===== src/rtl/oloca_error_monitor_if.sv =====
// Sample and report handshake bundle for the lower-part-OR adder error monitor.
// The master side offers samples and takes statistics; the slave side is the monitor.
interface oloca_error_monitor_if #(
    parameter int N     = 8,
    parameter int CNT_W = 16,
    parameter int ACC_W = 32
) ();
    logic             in_valid;
    logic             in_ready;
    logic [N-1:0]     in_a;
    logic [N-1:0]     in_b;
    logic [N:0]       in_approx;
    logic             stat_valid;
    logic             stat_ready;
    logic [CNT_W-1:0] stat_count;
    logic [CNT_W-1:0] stat_err_count;
    logic [ACC_W-1:0] stat_sum_ed;
    logic [N:0]       stat_max_ed;

    modport master (
        output in_valid, in_a, in_b, in_approx, stat_ready,
        input  in_ready, stat_valid, stat_count, stat_err_count, stat_sum_ed, stat_max_ed
    );

    modport slave (
        input  in_valid, in_a, in_b, in_approx, stat_ready,
        output in_ready, stat_valid, stat_count, stat_err_count, stat_sum_ed, stat_max_ed
    );
endinterface


===== src/rtl/oloca_error_monitor.sv =====
// Windowed error statistics for an approximate adder: 2-stage pipe (E1 error distance, E2 accumulate).
// Report is held on stat_valid until stat_ready; sample input stalls (in_ready=0) outside ACCUM.
module oloca_error_monitor #(
    parameter int N      = 8,
    parameter int WINDOW = 256,
    parameter int CNT_W  = 16,
    parameter int ACC_W  = 32
) (
    input  logic                  clk,
    input  logic                  rst,
    input  logic                  start,
    output logic                  busy,
    oloca_error_monitor_if.slave  bus
);
    typedef enum logic [1:0] {IDLE, ACCUM, DRAIN, REPORT} state_t;

    localparam int SW = ((ACC_W > N + 1) ? ACC_W : N + 1) + 1;
    localparam logic [SW-1:0] SAT_MAX = {{(SW - ACC_W){1'b0}}, {ACC_W{1'b1}}};

    state_t           state, state_nxt;
    logic [CNT_W-1:0] acc_cnt;
    logic             e1_vld;
    logic             e1_nz;
    logic [N:0]       e1_ed;
    logic [CNT_W-1:0] count_q;
    logic [CNT_W-1:0] err_q;
    logic [ACC_W-1:0] sum_q;
    logic [N:0]       max_q;

    logic             clear;
    logic             accept;
    logic             last_accept;
    logic [N:0]       exact;
    logic [N:0]       ed;
    logic [SW-1:0]    sum_ext;

    // A start in REPORT is ignored, so it must not wipe the pending report either.
    assign clear       = start && (state != REPORT);
    assign accept      = bus.in_valid && bus.in_ready && !start;
    assign last_accept = accept && (acc_cnt == CNT_W'(WINDOW - 1));

    assign exact   = {1'b0, bus.in_a} + {1'b0, bus.in_b};
    assign ed      = (exact >= bus.in_approx) ? (exact - bus.in_approx) : (bus.in_approx - exact);
    assign sum_ext = SW'(sum_q) + SW'(e1_ed);

    always_comb begin
        state_nxt = state;
        case (state)
            IDLE:    if (start) state_nxt = ACCUM;
            ACCUM:   if (start) state_nxt = ACCUM;
                     else if (last_accept) state_nxt = DRAIN;
            DRAIN:   state_nxt = start ? ACCUM : REPORT;
            REPORT:  if (bus.stat_ready) state_nxt = IDLE;
            default: state_nxt = IDLE;
        endcase
    end

    assign bus.in_ready       = (state == ACCUM);
    assign bus.stat_valid     = (state == REPORT);
    assign busy               = (state == ACCUM) || (state == DRAIN);
    assign bus.stat_count     = count_q;
    assign bus.stat_err_count = err_q;
    assign bus.stat_sum_ed    = sum_q;
    assign bus.stat_max_ed    = max_q;

    always_ff @(posedge clk) begin
        if (rst) begin
            state   <= IDLE;
            acc_cnt <= '0;
            e1_vld  <= 1'b0;
            e1_nz   <= 1'b0;
            e1_ed   <= '0;
            count_q <= '0;
            err_q   <= '0;
            sum_q   <= '0;
            max_q   <= '0;
        end else begin
            state <= state_nxt;
            if (clear) begin
                acc_cnt <= '0;
                e1_vld  <= 1'b0;
                count_q <= '0;
                err_q   <= '0;
                sum_q   <= '0;
                max_q   <= '0;
            end else begin
                e1_vld <= accept;
                if (accept) begin
                    acc_cnt <= acc_cnt + CNT_W'(1);
                    e1_ed   <= ed;
                    e1_nz   <= (ed != '0);
                end
                if (e1_vld) begin
                    count_q <= count_q + CNT_W'(1);
                    err_q   <= err_q + CNT_W'(e1_nz);
                    sum_q   <= (sum_ext > SAT_MAX) ? {ACC_W{1'b1}} : sum_ext[ACC_W-1:0];
                    if (e1_ed > max_q) max_q <= e1_ed;
                end
            end
        end
    end
endmodule


===== src/flat_wrapper.sv =====
// flat-port wrapper written by rule: the top's interface ports become plain ports
module oloca_error_monitor_flat 
#(
    parameter int N      = 8,
    parameter int WINDOW = 256,
    parameter int CNT_W  = 16,
    parameter int ACC_W  = 32
)
  (clk, rst, start, busy, bus_in_valid, bus_in_a, bus_in_b, bus_in_approx, bus_stat_ready, bus_in_ready, bus_stat_valid, bus_stat_count, bus_stat_err_count, bus_stat_sum_ed, bus_stat_max_ed);
  oloca_error_monitor_if #(.N(N), .CNT_W(CNT_W), .ACC_W(ACC_W)) bus_i ();
  input  logic clk;
  input  logic rst;
  input  logic start;
  output logic busy;
  input wire logic [$bits(bus_i.in_valid)-1:0] bus_in_valid;
  input wire logic [$bits(bus_i.in_a)-1:0] bus_in_a;
  input wire logic [$bits(bus_i.in_b)-1:0] bus_in_b;
  input wire logic [$bits(bus_i.in_approx)-1:0] bus_in_approx;
  input wire logic [$bits(bus_i.stat_ready)-1:0] bus_stat_ready;
  output wire logic [$bits(bus_i.in_ready)-1:0] bus_in_ready;
  output wire logic [$bits(bus_i.stat_valid)-1:0] bus_stat_valid;
  output wire logic [$bits(bus_i.stat_count)-1:0] bus_stat_count;
  output wire logic [$bits(bus_i.stat_err_count)-1:0] bus_stat_err_count;
  output wire logic [$bits(bus_i.stat_sum_ed)-1:0] bus_stat_sum_ed;
  output wire logic [$bits(bus_i.stat_max_ed)-1:0] bus_stat_max_ed;
  assign bus_i.in_valid = bus_in_valid;
  assign bus_i.in_a = bus_in_a;
  assign bus_i.in_b = bus_in_b;
  assign bus_i.in_approx = bus_in_approx;
  assign bus_i.stat_ready = bus_stat_ready;
  assign bus_in_ready = bus_i.in_ready;
  assign bus_stat_valid = bus_i.stat_valid;
  assign bus_stat_count = bus_i.stat_count;
  assign bus_stat_err_count = bus_i.stat_err_count;
  assign bus_stat_sum_ed = bus_i.stat_sum_ed;
  assign bus_stat_max_ed = bus_i.stat_max_ed;
  oloca_error_monitor #(.N(N), .WINDOW(WINDOW), .CNT_W(CNT_W), .ACC_W(ACC_W)) u_core (.clk(clk), .rst(rst), .start(start), .busy(busy), .bus(bus_i));
endmodule

===== config.mk =====
export PLATFORM = sky130hd
export DESIGN_NAME = oloca_error_monitor_flat
export DESIGN_NICKNAME = d
export VERILOG_FILES = /design/src/rtl/oloca_error_monitor_if.sv /design/src/rtl/oloca_error_monitor.sv /design/src/flat_wrapper.sv
export SDC_FILE = /design/constraint.sdc
export NUM_CORES = 1
export LEC_CHECK = 0
export CAP_MARGIN = 20
export CORE_MARGIN = 5
export CORE_UTILIZATION = 32
export DETAILED_ROUTE_END_ITERATION = 6
export GPL_ROUTABILITY_DRIVEN = 1
export SYNTH_ARGS = -nofsm -noshare
export SYNTH_HDL_FRONTEND = slang
export SYNTH_SLANG_ARGS = --single-unit

===== constraint.sdc =====
create_clock -name clk -period 9.1 [get_ports clk]
set_input_delay 1.365 -clock clk [delete_from_list [all_inputs] [get_ports clk]]
set_output_delay 1.365 -clock clk [all_outputs]
set_load 0.05 [all_outputs]

Word level (Yosys, flattened, before mapping)
Cells that the tools add are included.

storage, ports and cells
  bits in registers = 102
  input port bits = 30
  logic and storage cells = 48

cells by class
  $add $sub $neg = 7
  magnitude comparators = 3
  equal/unequal tests = 8
  mux-type cells = 8
  bitwise logic cells = 1
  reductions and logical operators = 12

operators by type and width
  operator               number
  $add 32x9->33          1
  $gt 33x32->1 const B   1
  $add 16x1->16 const B  2
  $mux 32                1
  $sub 9x9->9            2
  $add 16x1->16          1
  $eq 16x8->1 const B    1
  $mux 2                 5
  $add 8x8->9            1
  $ge 9x9->1             1
  $gt 9x9->1             1
  $mux 9                 1
  $reduce_bool 9->1      1
  $pmux 2 s4             1
  $ne 2x2->1 const B     3
  $eq 2x2->1 const B     2
  $logic_and 1x1->1      4
  $reduce_and 2->1       2
  $ne 3x3->1 const B     1
  $reduce_and 3->1       1
  $eq 2x1->1 const B     1
  $logic_not 2->1        1
  $reduce_or 2->1        1
  $logic_not 1->1        1
  2 further kinds        2

Depth between registers and ports, before layout
Gate-level depths: netlist of the first run.

  depth after elaboration = 7
  gate-level depth with buffers = 19
  depth with buffers taken out = 19

Least setup slack after synthesis of the first run
Ideal clock, no wire load.

  path kind = input -> register
  start = input port bus_in_b[0]
  end = register u_core.e1_nz
  arrival = 5.124 ns
  required time = 8.963 ns
  path slack = 3.839 ns
  stages on the path = 17
  buffers on the path = 1
  cells stage by stage = ha_1 fa_1 a21o_1 a21oi_1 o21bai_1 a21oi_1 xnor2_1 ha_1 clkbuf_1 nand4_1 o21bai_1 nor2_1 a21oi_1 mux2_2 a311oi_1 xor2_1 a31oi_1

between the ends
  cells in the longest elaborated chain, start to end = 4
  elaborated cells on any way between the ends = 6
  classes of those cells = add/sub: 3; order compare: 1; mux: 1; reduce/logical: 1

ends and longest elaborated chain
  what                                       line                       RTL
  start: declaration                         flat_wrapper.sv:17         input wire logic [$bits(bus_i.in_b)-1:0] bus_in_b;
  $add 8x8->9 *                              oloca_error_monitor.sv:42  assign exact = {1'b0, bus.in_a} + {1'b0, bus.in_b};
  $sub 9x9->9 or $ge 9x9->1 (tied branches)  oloca_error_monitor.sv:43  assign ed = (exact >= bus.in_approx) ? (exact - bus.in_approx) : (bus.in_approx - exact);
  $mux 9 *                                   oloca_error_monitor.sv:43
  $reduce_bool 9->1 *                        oloca_error_monitor.sv:91  e1_nz <= (ed != '0);
  end signal: assignment                     oloca_error_monitor.sv:91
  end: declaration                           oloca_error_monitor.sv:23  logic e1_nz;

Every way passes the cells marked *; elsewhere a longest branch is shown, timed or not.
A chain may end at the register's enable or synchronous reset.

Worst setup path after layout of the first run
  start = input port bus_in_b[0]
  end = register u_core.e1_ed[8]

between the ends
  cells in the longest elaborated chain, start to end = 3
  elaborated cells on any way between the ends = 5
  classes of those cells = add/sub: 3; order compare: 1; mux: 1

ends and longest elaborated chain
  what                                       line                       RTL
  $add 8x8->9 *                              oloca_error_monitor.sv:42
  $sub 9x9->9 or $ge 9x9->1 (tied branches)  oloca_error_monitor.sv:43
  $mux 9 *                                   oloca_error_monitor.sv:43
  end signal: assignment                     oloca_error_monitor.sv:72  e1_ed <= '0;
  end signal: assignment                     oloca_error_monitor.sv:90  e1_ed <= ed;
  end: declaration                           oloca_error_monitor.sv:24  logic [N:0] e1_ed;

Marks and branches as above.

==> results of run 1 <==
[sequential cells by signal, summed over array words and instances (netlist names)]
signal	flops
u_core.e1_nz	1
u_core.bus.stat_max_ed	9
u_core.e1_vld	1
u_core.bus.stat_sum_ed	32
u_core.bus.stat_err_count	16
u_core.acc_cnt	16
u_core.state	2
u_core.e1_ed	9
u_core.bus.stat_count	16
[stage by stage]
stage          setup WS, ns   util
6_report               3.33  0.404
3_3_place_gp           3.12  0.388
3_5_place_dp           3.06  0.388
2_1_floorplan          3.84      -
5_1_grt                3.01  0.404
4_1_cts                3.41  0.404
[synthesized netlist by cell type, types with 4 or more instances]
| cell type | count | area share |
|---|---|---|
| sky130_fd_sc_hd__dfxtp_1 | 102 | 0.34 |
| sky130_fd_sc_hd__nor2_1 | 77 | 0.048 |
| sky130_fd_sc_hd__nand2_1 | 63 | 0.039 |
| sky130_fd_sc_hd__ha_1 | 52 | 0.11 |
| sky130_fd_sc_hd__a21oi_1 | 45 | 0.038 |
| sky130_fd_sc_hd__inv_1 | 45 | 0.028 |
| sky130_fd_sc_hd__xor2_1 | 39 | 0.057 |
| sky130_fd_sc_hd__nand3_1 | 29 | 0.024 |
| sky130_fd_sc_hd__clkbuf_1 | 28 | 0.018 |
| sky130_fd_sc_hd__o21ai_0 | 27 | 0.023 |
| sky130_fd_sc_hd__and3_1 | 23 | 0.024 |
| sky130_fd_sc_hd__xnor2_1 | 20 | 0.029 |
| sky130_fd_sc_hd__a211oi_1 | 19 | 0.024 |
| sky130_fd_sc_hd__nand4_1 | 14 | 0.015 |
| sky130_fd_sc_hd__a31oi_1 | 13 | 0.014 |
| sky130_fd_sc_hd__mux2i_1 | 13 | 0.022 |
| sky130_fd_sc_hd__nor2b_1 | 11 | 0.011 |
| sky130_fd_sc_hd__nor3_1 | 10 | 0.0083 |
| sky130_fd_sc_hd__o31ai_1 | 9 | 0.011 |
| sky130_fd_sc_hd__a311oi_1 | 8 | 0.012 |
| sky130_fd_sc_hd__a21o_1 | 6 | 0.0075 |
| sky130_fd_sc_hd__and4_1 | 6 | 0.0088 |
| sky130_fd_sc_hd__o21a_1 | 6 | 0.0075 |
| sky130_fd_sc_hd__o21bai_1 | 6 | 0.0075 |
| sky130_fd_sc_hd__or3_1 | 6 | 0.0063 |
| sky130_fd_sc_hd__and2_1 | 4 | 0.0042 |
| sky130_fd_sc_hd__fa_1 | 4 | 0.013 |
[metal layers]
layer	vias to the layer above	global-route usage	share of wire
li1	2712	-	-
met1	2387	0.173	0.48
met2	116	0.206	0.44
met3	9	0.0336	0.063
met4	0	0.0308	0.0091
met5	-	0	0
[placed cells by master, fill, tap and decap left out, types with 19 or more instances in the layout]
| master | netlist | layout |
|---|---|---|
| sky130_fd_sc_hd__a21oi_1 | 45 | 44 |
| sky130_fd_sc_hd__o21ai_0 | 27 | 27 |
| sky130_fd_sc_hd__xnor2_1 | 20 | 20 |
| sky130_fd_sc_hd__and3_1 | 23 | 23 |
| sky130_fd_sc_hd__clkdlybuf4s50_1 | 0 | 105 |
| sky130_fd_sc_hd__inv_1 | 45 | 45 |
| sky130_fd_sc_hd__xor2_1 | 39 | 39 |
| sky130_fd_sc_hd__a211oi_1 | 19 | 19 |
| sky130_fd_sc_hd__dfxtp_1 | 102 | 102 |
| sky130_fd_sc_hd__nand2_1 | 63 | 63 |
| sky130_fd_sc_hd__nor2_1 | 77 | 77 |
| sky130_fd_sc_hd__nand3_1 | 29 | 29 |
| sky130_fd_sc_hd__ha_1 | 52 | 52 |
[cell families (layout without fill, tap and decap cells)]
family / after synthesis / after routing / share of synthesized area
AND/OR/NAND/NOR: 258 / 258 / 0.208
flip-flops: 102 / 102 / 0.340
AO/OA/AOI/OAI: 155 / 155 / 0.165
buffers and inverters: 80 / 169 / 0.0551
adder cells (fa/ha/maj): 56 / 56 / 0.122
multiplexers: 14 / 14 / 0.0236
XOR/XNOR: 59 / 59 / 0.0861
[worst paths after layout]
kind                                            startpoint                         end  cells after the start
worst max-delay path                           bus_in_b[0]             u_core.e1_ed[8]                     17
worst min-delay path                     u_core.acc_cnt[5]           u_core.acc_cnt[5]                      2
worst max register to register  u_core.bus.stat_sum_ed[16]  u_core.bus.stat_sum_ed[24]                      9
worst min register to register           u_core.acc_cnt[5]           u_core.acc_cnt[5]                      2
[report_power, final]
group          total (mW)  internal [mW]  switching [mW]
logic               0.221         0.0963           0.124
clock network       0.374          0.204           0.171
registers           0.457          0.451         0.00613
total                1.05          0.750           0.301
[area by class of cell]
class	instances	share of cell area
Clock buffer	11	0.0337
Clock inverter	4	0.00500
Inverter	45	0.0225
Sequential cell	102	0.272
Multi-Input combinational cell	542	0.484
Tap cell	234	0.0390
Timing Repair Buffer	109	0.144
[tightest hold or removal path, cell delays in order, from the launching register on]
cell                      delay [ns]
sky130_fd_sc_hd__dfxtp_1        0.31
sky130_fd_sc_hd__o21ai_0        0.07
sky130_fd_sc_hd__a21oi_1        0.06
==> results.sh, run 1 <==
export IMPL_timing_fmax_mhz=173
export IMPL_worst_hold_slack_ns=0.480
export IMPL_timing_final_crit_period_ns=5.77
export IMPL_worst_path_max_delay_cell="sky130_fd_sc_hd__a21oi_1"
export IMPL_final_design_area_no_fill_sq_mm=0.00751
export IMPL_power_leakage_nw=2.85
export IMPL_postPlaceCellArea_sq_mm=0.00722
export IMPL_power_density_cell_area_mw_per_mm2=140
export IMPL_min_delay_path_class="reg -> reg"
export IMPL_critical_path_top_delay_family="compound AO/OA/AOI/OAI gates"
export IMPL_cap_viol_max_count=0
export IMPL_synthesis_to_finish_area_growth_pct=25.1
export IMPL_postCtsHoldBufs=0
export IMPL_postSynth_topFlopCell="sky130_fd_sc_hd__dfxtp_1"
export IMPL_multi_input_logic_area_sq_mm=0.00363
export IMPL_first_global_vias=4830
export IMPL_clock_insertion_delay_worst_skew_ns=0.34
export IMPL_drive_gt1_frac=0.0320
export IMPL_die_width_microns=147
export IMPL_floorplan_die_area_sq_mm=0.0216
export IMPL_finalCritPeriodShare=0.634
export IMPL_place_congestion=0.846
export IMPL_finalSetupViolCount=0
export IMPL_worstMarginPinSlew_ns=0.961
export IMPL_synth_distinct_cells=54
export IMPL_vertical_die_dimension_microns=147
export IMPL_end_kind="flip-flop"
export IMPL_initial_utilization=0.323
export IMPL_drc=0
export IMPL_hold_viol_final=0
export IMPL_io_buffers=105
export IMPL_track_usage=0.129
export IMPL_arrival_time_at_the_worst_endpoint_ns=5.96
export IMPL_slew_headroom=0.359
export IMPL_tritoncts_num_sinks=102
export IMPL_worst_r2r_setup_slack_ns=5.63
export IMPL_fin_worst_skew_ns=0.00927
export IMPL_h_tree_lvls=3
export IMPL_design_power_total_mw=1.05
export IMPL_wl_mm=13.9
export IMPL_pin_count=106
export IMPL_grt_pass1_wl_mm=23.6
export IMPL_post_cts_setup_buffers=0
export IMPL_required_ns=9.30
export IMPL_post_layout_nonfiller_instances=1047
export IMPL_path_cells="clkdlybuf4s50_1 -> ha_1 -> fa_1 -> a21o_1 -> a21oi_1 -> o21bai_1 -> a21oi_1 -> xnor2_1 -> ha_1 -> nand4_1 -> o21bai_1 -> nor2_1 -> a21oi_1 -> o221ai_1 -> a311oi_1 -> xor2_1 -> a211oi_1"
export IMPL_max_stage_delay_ns=0.77
export IMPL_ys_seq_area_frac=0.340
export IMPL_synth_area_per_cell_sq_um=8.29
export IMPL_routed_via_count=5224
export IMPL_outcome="finished, final reports clean"
export IMPL_synth_seq_cells=102
export IMPL_synthesis_nets=810
export IMPL_synthesis_area_sq_mm=0.00600
export IMPL_max_clock_path_buffers=2
export IMPL_final_setup_tns_ns=0
export IMPL_ant_nets=0
export IMPL_vdd_drop_max_mv=0.0693
export IMPL_crit_type="in -> reg"
export IMPL_core_area_sq_mm=0.0186
export IMPL_cts_tree="built"
export IMPL_cts_reportedPaths_clkPinSlew_ns=0.07
export IMPL_number_of_buffers_and_inverters_on_the_critical_path=1
export IMPL_maxSlewViolCount=0
export IMPL_layout_nets=895
export IMPL_drt_pass1_iterations=4
export IMPL_cpMostUsedCell="sky130_fd_sc_hd__a21oi_1"
export IMPL_worst_setup_path_start_kind="primary input"
export IMPL_cts_buffers_inserted=9
export IMPL_antenna_found_initial=0
export IMPL_sequential_cell_area_sq_mm=0.00204
export IMPL_final_fill_count=1901
export IMPL_grt_start_max_net_pins=47
export IMPL_routed_wire_length_per_instance_microns=13.3
export IMPL_synth_edff_count=0
export IMPL_cts_root_buf="sky130_fd_sc_hd__clkbuf_16"
export IMPL_cts_resized_gates=0
export IMPL_globalRoute_totalOverflow=0
export IMPL_antennaDiodeCount=0
export IMPL_crit_path_max_fanout=9
export IMPL_yosys_warnings=0
export IMPL_site_rows=50
export IMPL_dp_cells=1032
export IMPL_synth_cells=724
export IMPL_rsz0062_at_grt="no"
export IMPL_drt_vias_per_instance=4.99
export IMPL_detail_route_iter0_violations=243
export IMPL_synth_async_sr_flop_share=0
export IMPL_dp_final_hpwl_mm=10.7
Note: power is estimated with default switching activity, not from simulation.
==> run 2, diff against run 1 <==
==> constraint.sdc (replaced) <==
create_clock -name clk -period 4.92 [get_ports clk]
set_input_delay 0.738 -clock clk [delete_from_list [all_inputs] [get_ports clk]]
set_output_delay 0.738 -clock clk [all_outputs]
set_load 0.05 [all_outputs]
==> results.sh, run 2 (synthesized netlist as in run 1, its figures left out) <==
export IMPL_detail_route_iter0_violations=235
export IMPL_drt_vias_per_instance=4.97
export IMPL_synthesis_to_finish_area_growth_pct=26.9
export IMPL_mostFrequentLayoutCells="105 x sky130_fd_sc_hd__clkdlybuf4s50_1, 102 x sky130_fd_sc_hd__dfxtp_1, 77 x sky130_fd_sc_hd__nor2_1, 63 x sky130_fd_sc_hd__nand2_1, 52 x sky130_fd_sc_hd__ha_1"
export IMPL_cts_tree="built"
export IMPL_post_cts_setup_buffers=0
export IMPL_min_delay_path_class="reg -> reg"
export IMPL_outcome="finished, final reports clean"
export IMPL_post_place_ws_ns=-0.112
export IMPL_globalRoute_totalOverflow=0
export IMPL_power_leakage_nw=2.92
export IMPL_fin_worst_skew_ns=0.00816
export IMPL_finalSetupViolCount=0
export IMPL_postPlaceCellArea_sq_mm=0.00729
export IMPL_p_seq_frac=0.416
export IMPL_drive_gt1_frac=0.0473
export IMPL_grt_pass1_wl_mm=23.4
export IMPL_hold_viol_final=0
export IMPL_rsz0062_at_grt="no"
export IMPL_maxSlewViolCount=0
export IMPL_final_fill_count=1892
export IMPL_dp_cells=1042
export IMPL_drc=0
export IMPL_wl_mm=14.0
export IMPL_place_congestion=0.850
export IMPL_power_density_cell_area_mw_per_mm2=267
export IMPL_floorplan_die_area_sq_mm=0.0216
export IMPL_flip_flop_count_of_the_largest_register_all_copies_and_words_added=32
export IMPL_postCtsHoldBufs=0
export IMPL_routed_via_count=5259
export IMPL_finalCritPeriodShare=0.922
export IMPL_crit_path_max_fanout=6
export IMPL_cts_resized_gates=0
export IMPL_tritoncts_num_sinks=102
export IMPL_end_kind="flip-flop"
export IMPL_final_design_area_no_fill_sq_mm=0.00762
export IMPL_antennaDiodeCount=0
export IMPL_clockPowerShare=0.369
export IMPL_worst_r2r_setup_slack_ns=1.51
export IMPL_p_sw_mw=0.579
export IMPL_final_critical_path_setup_slack_ns=0.385
export IMPL_worst_setup_path_start_kind="primary input"
export IMPL_pin_count=106
export IMPL_site_rows=50
export IMPL_cts_buffers_inserted=9
export IMPL_antenna_found_initial=0
export IMPL_cap_viol_max_count=0
export IMPL_vertical_die_dimension_microns=147
export IMPL_track_usage=0.129
export IMPL_slew_headroom=0.404
export IMPL_io_buffers=105
export IMPL_cts_root_buf="sky130_fd_sc_hd__clkbuf_16"
export IMPL_grt_start_max_net_pins=42
export IMPL_core_area_sq_mm=0.0186
export IMPL_crit_type="in -> reg"
export IMPL_dp_final_hpwl_mm=10.7
export IMPL_drt_pass1_iterations=5
export IMPL_layout_nets=905
export IMPL_arrival_time_at_the_worst_endpoint_ns=4.79
export IMPL_worstMarginPinSlew_ns=0.894
export IMPL_clock_insertion_delay_worst_skew_ns=0.35
export IMPL_ant_nets=0
export IMPL_mostFrequentLayoutCell="sky130_fd_sc_hd__clkdlybuf4s50_1"
export IMPL_cts_reportedPaths_clkPinSlew_ns=0.07
export IMPL_h_tree_lvls=3
export IMPL_max_clock_path_buffers=2
export IMPL_routed_wire_length_per_instance_microns=13.3
export IMPL_post_layout_nonfiller_instances=1058
export IMPL_timing_fmax_mhz=220
export IMPL_required_ns=5.17
export IMPL_internal_power_mw=1.45
export IMPL_die_width_microns=147
export IMPL_first_global_vias=4882
export IMPL_combPwrFrac=0.215
export IMPL_initial_utilization=0.323
export IMPL_vdd_drop_max_mv=0.158
export IMPL_switching_share=0.285
export IMPL_final_setup_tns_ns=0
export IMPL_timing_final_crit_period_ns=4.54
-- run 2: changes by cell type in the layout (fill, tap and decap cells not counted) --
cell,change
sky130_fd_sc_hd__buf_4,+10
sky130_fd_sc_hd__a211oi_1,-1
sky130_fd_sc_hd__a211oi_2,+1
sky130_fd_sc_hd__a21oi_1,-1
sky130_fd_sc_hd__a21oi_2,+1
sky130_fd_sc_hd__bufinv_16,+1
sky130_fd_sc_hd__clkbuf_8,-1
sky130_fd_sc_hd__clkinv_4,+1
-- run 2: worst max-delay path: stages --
cell                              delay, ns
sky130_fd_sc_hd__clkdlybuf4s50_1       0.40
sky130_fd_sc_hd__ha_1                  0.22
sky130_fd_sc_hd__fa_1                  0.39
sky130_fd_sc_hd__a21o_1                0.19
sky130_fd_sc_hd__a21oi_1               0.19
sky130_fd_sc_hd__o21bai_1              0.10
sky130_fd_sc_hd__a21oi_2               0.17
sky130_fd_sc_hd__xnor2_1               0.16
sky130_fd_sc_hd__ha_1                  0.32
sky130_fd_sc_hd__a2111o_1              0.40
sky130_fd_sc_hd__o21ai_1               0.21
sky130_fd_sc_hd__mux2i_1               0.13
sky130_fd_sc_hd__a211oi_2              0.25
sky130_fd_sc_hd__o221ai_1              0.20
sky130_fd_sc_hd__a311oi_1              0.34
sky130_fd_sc_hd__xor2_1                0.12
sky130_fd_sc_hd__a211oi_1              0.23
-- run 2: power by group through the flow --
stage / Combinational, mW / Clock [mW] / Sequential, mW
after global placement: 0.432 / 0 / 0.865
after CTS: 0.437 / 0.776 / 0.845
after floorplan: 0.310 / 0 / 0.861
final: 0.436 / 0.750 / 0.845
after global routing: 0.493 / 0.812 / 0.846
after detailed placement: 0.435 / 0 / 0.865
-- run 2: through the flow --
step           hold WS (ns)   util  total power, mW
6_report              0.479  0.410             2.03
5_1_grt               0.495  0.410             2.15
4_1_cts               0.477  0.409             2.06
3_5_place_dp          0.468  0.392             1.30
3_3_place_gp          0.462  0.392             1.30
2_1_floorplan         0.454      -             1.17
-- run 2: layout make-up --
cell class              instances  area, sq um  area share
multi-input cells             542         3640       0.478
clock inverters                 6         76.3      0.0100
clock buffers                  10          239      0.0314
flip-flops and latches        102         2040       0.268
inverters                      45          169      0.0222
repair buffers                119         1160       0.152
well taps                     234          293      0.0384
-- run 2: layer usage --
metal | share of wire | wire (microns) | track usage
met5 | 0 | 0 | 0
met4 | 0.016 | 225 | 0.0419
met3 | 0.057 | 798 | 0.0296
met2 | 0.44 | 6220 | 0.211
met1 | 0.48 | 6790 | 0.167
-- run 2: final timing paths --
| check | from | to | cells after the start |
|---|---|---|---|
| min reg2reg | u_core.acc_cnt[1] | u_core.acc_cnt[1] | 2 |
| max reg2reg | u_core.bus.stat_sum_ed[16] | u_core.bus.stat_sum_ed[24] | 9 |
| min | u_core.acc_cnt[1] | u_core.acc_cnt[1] | 2 |
| max | bus_in_b[0] | u_core.e1_ed[8] | 17 |
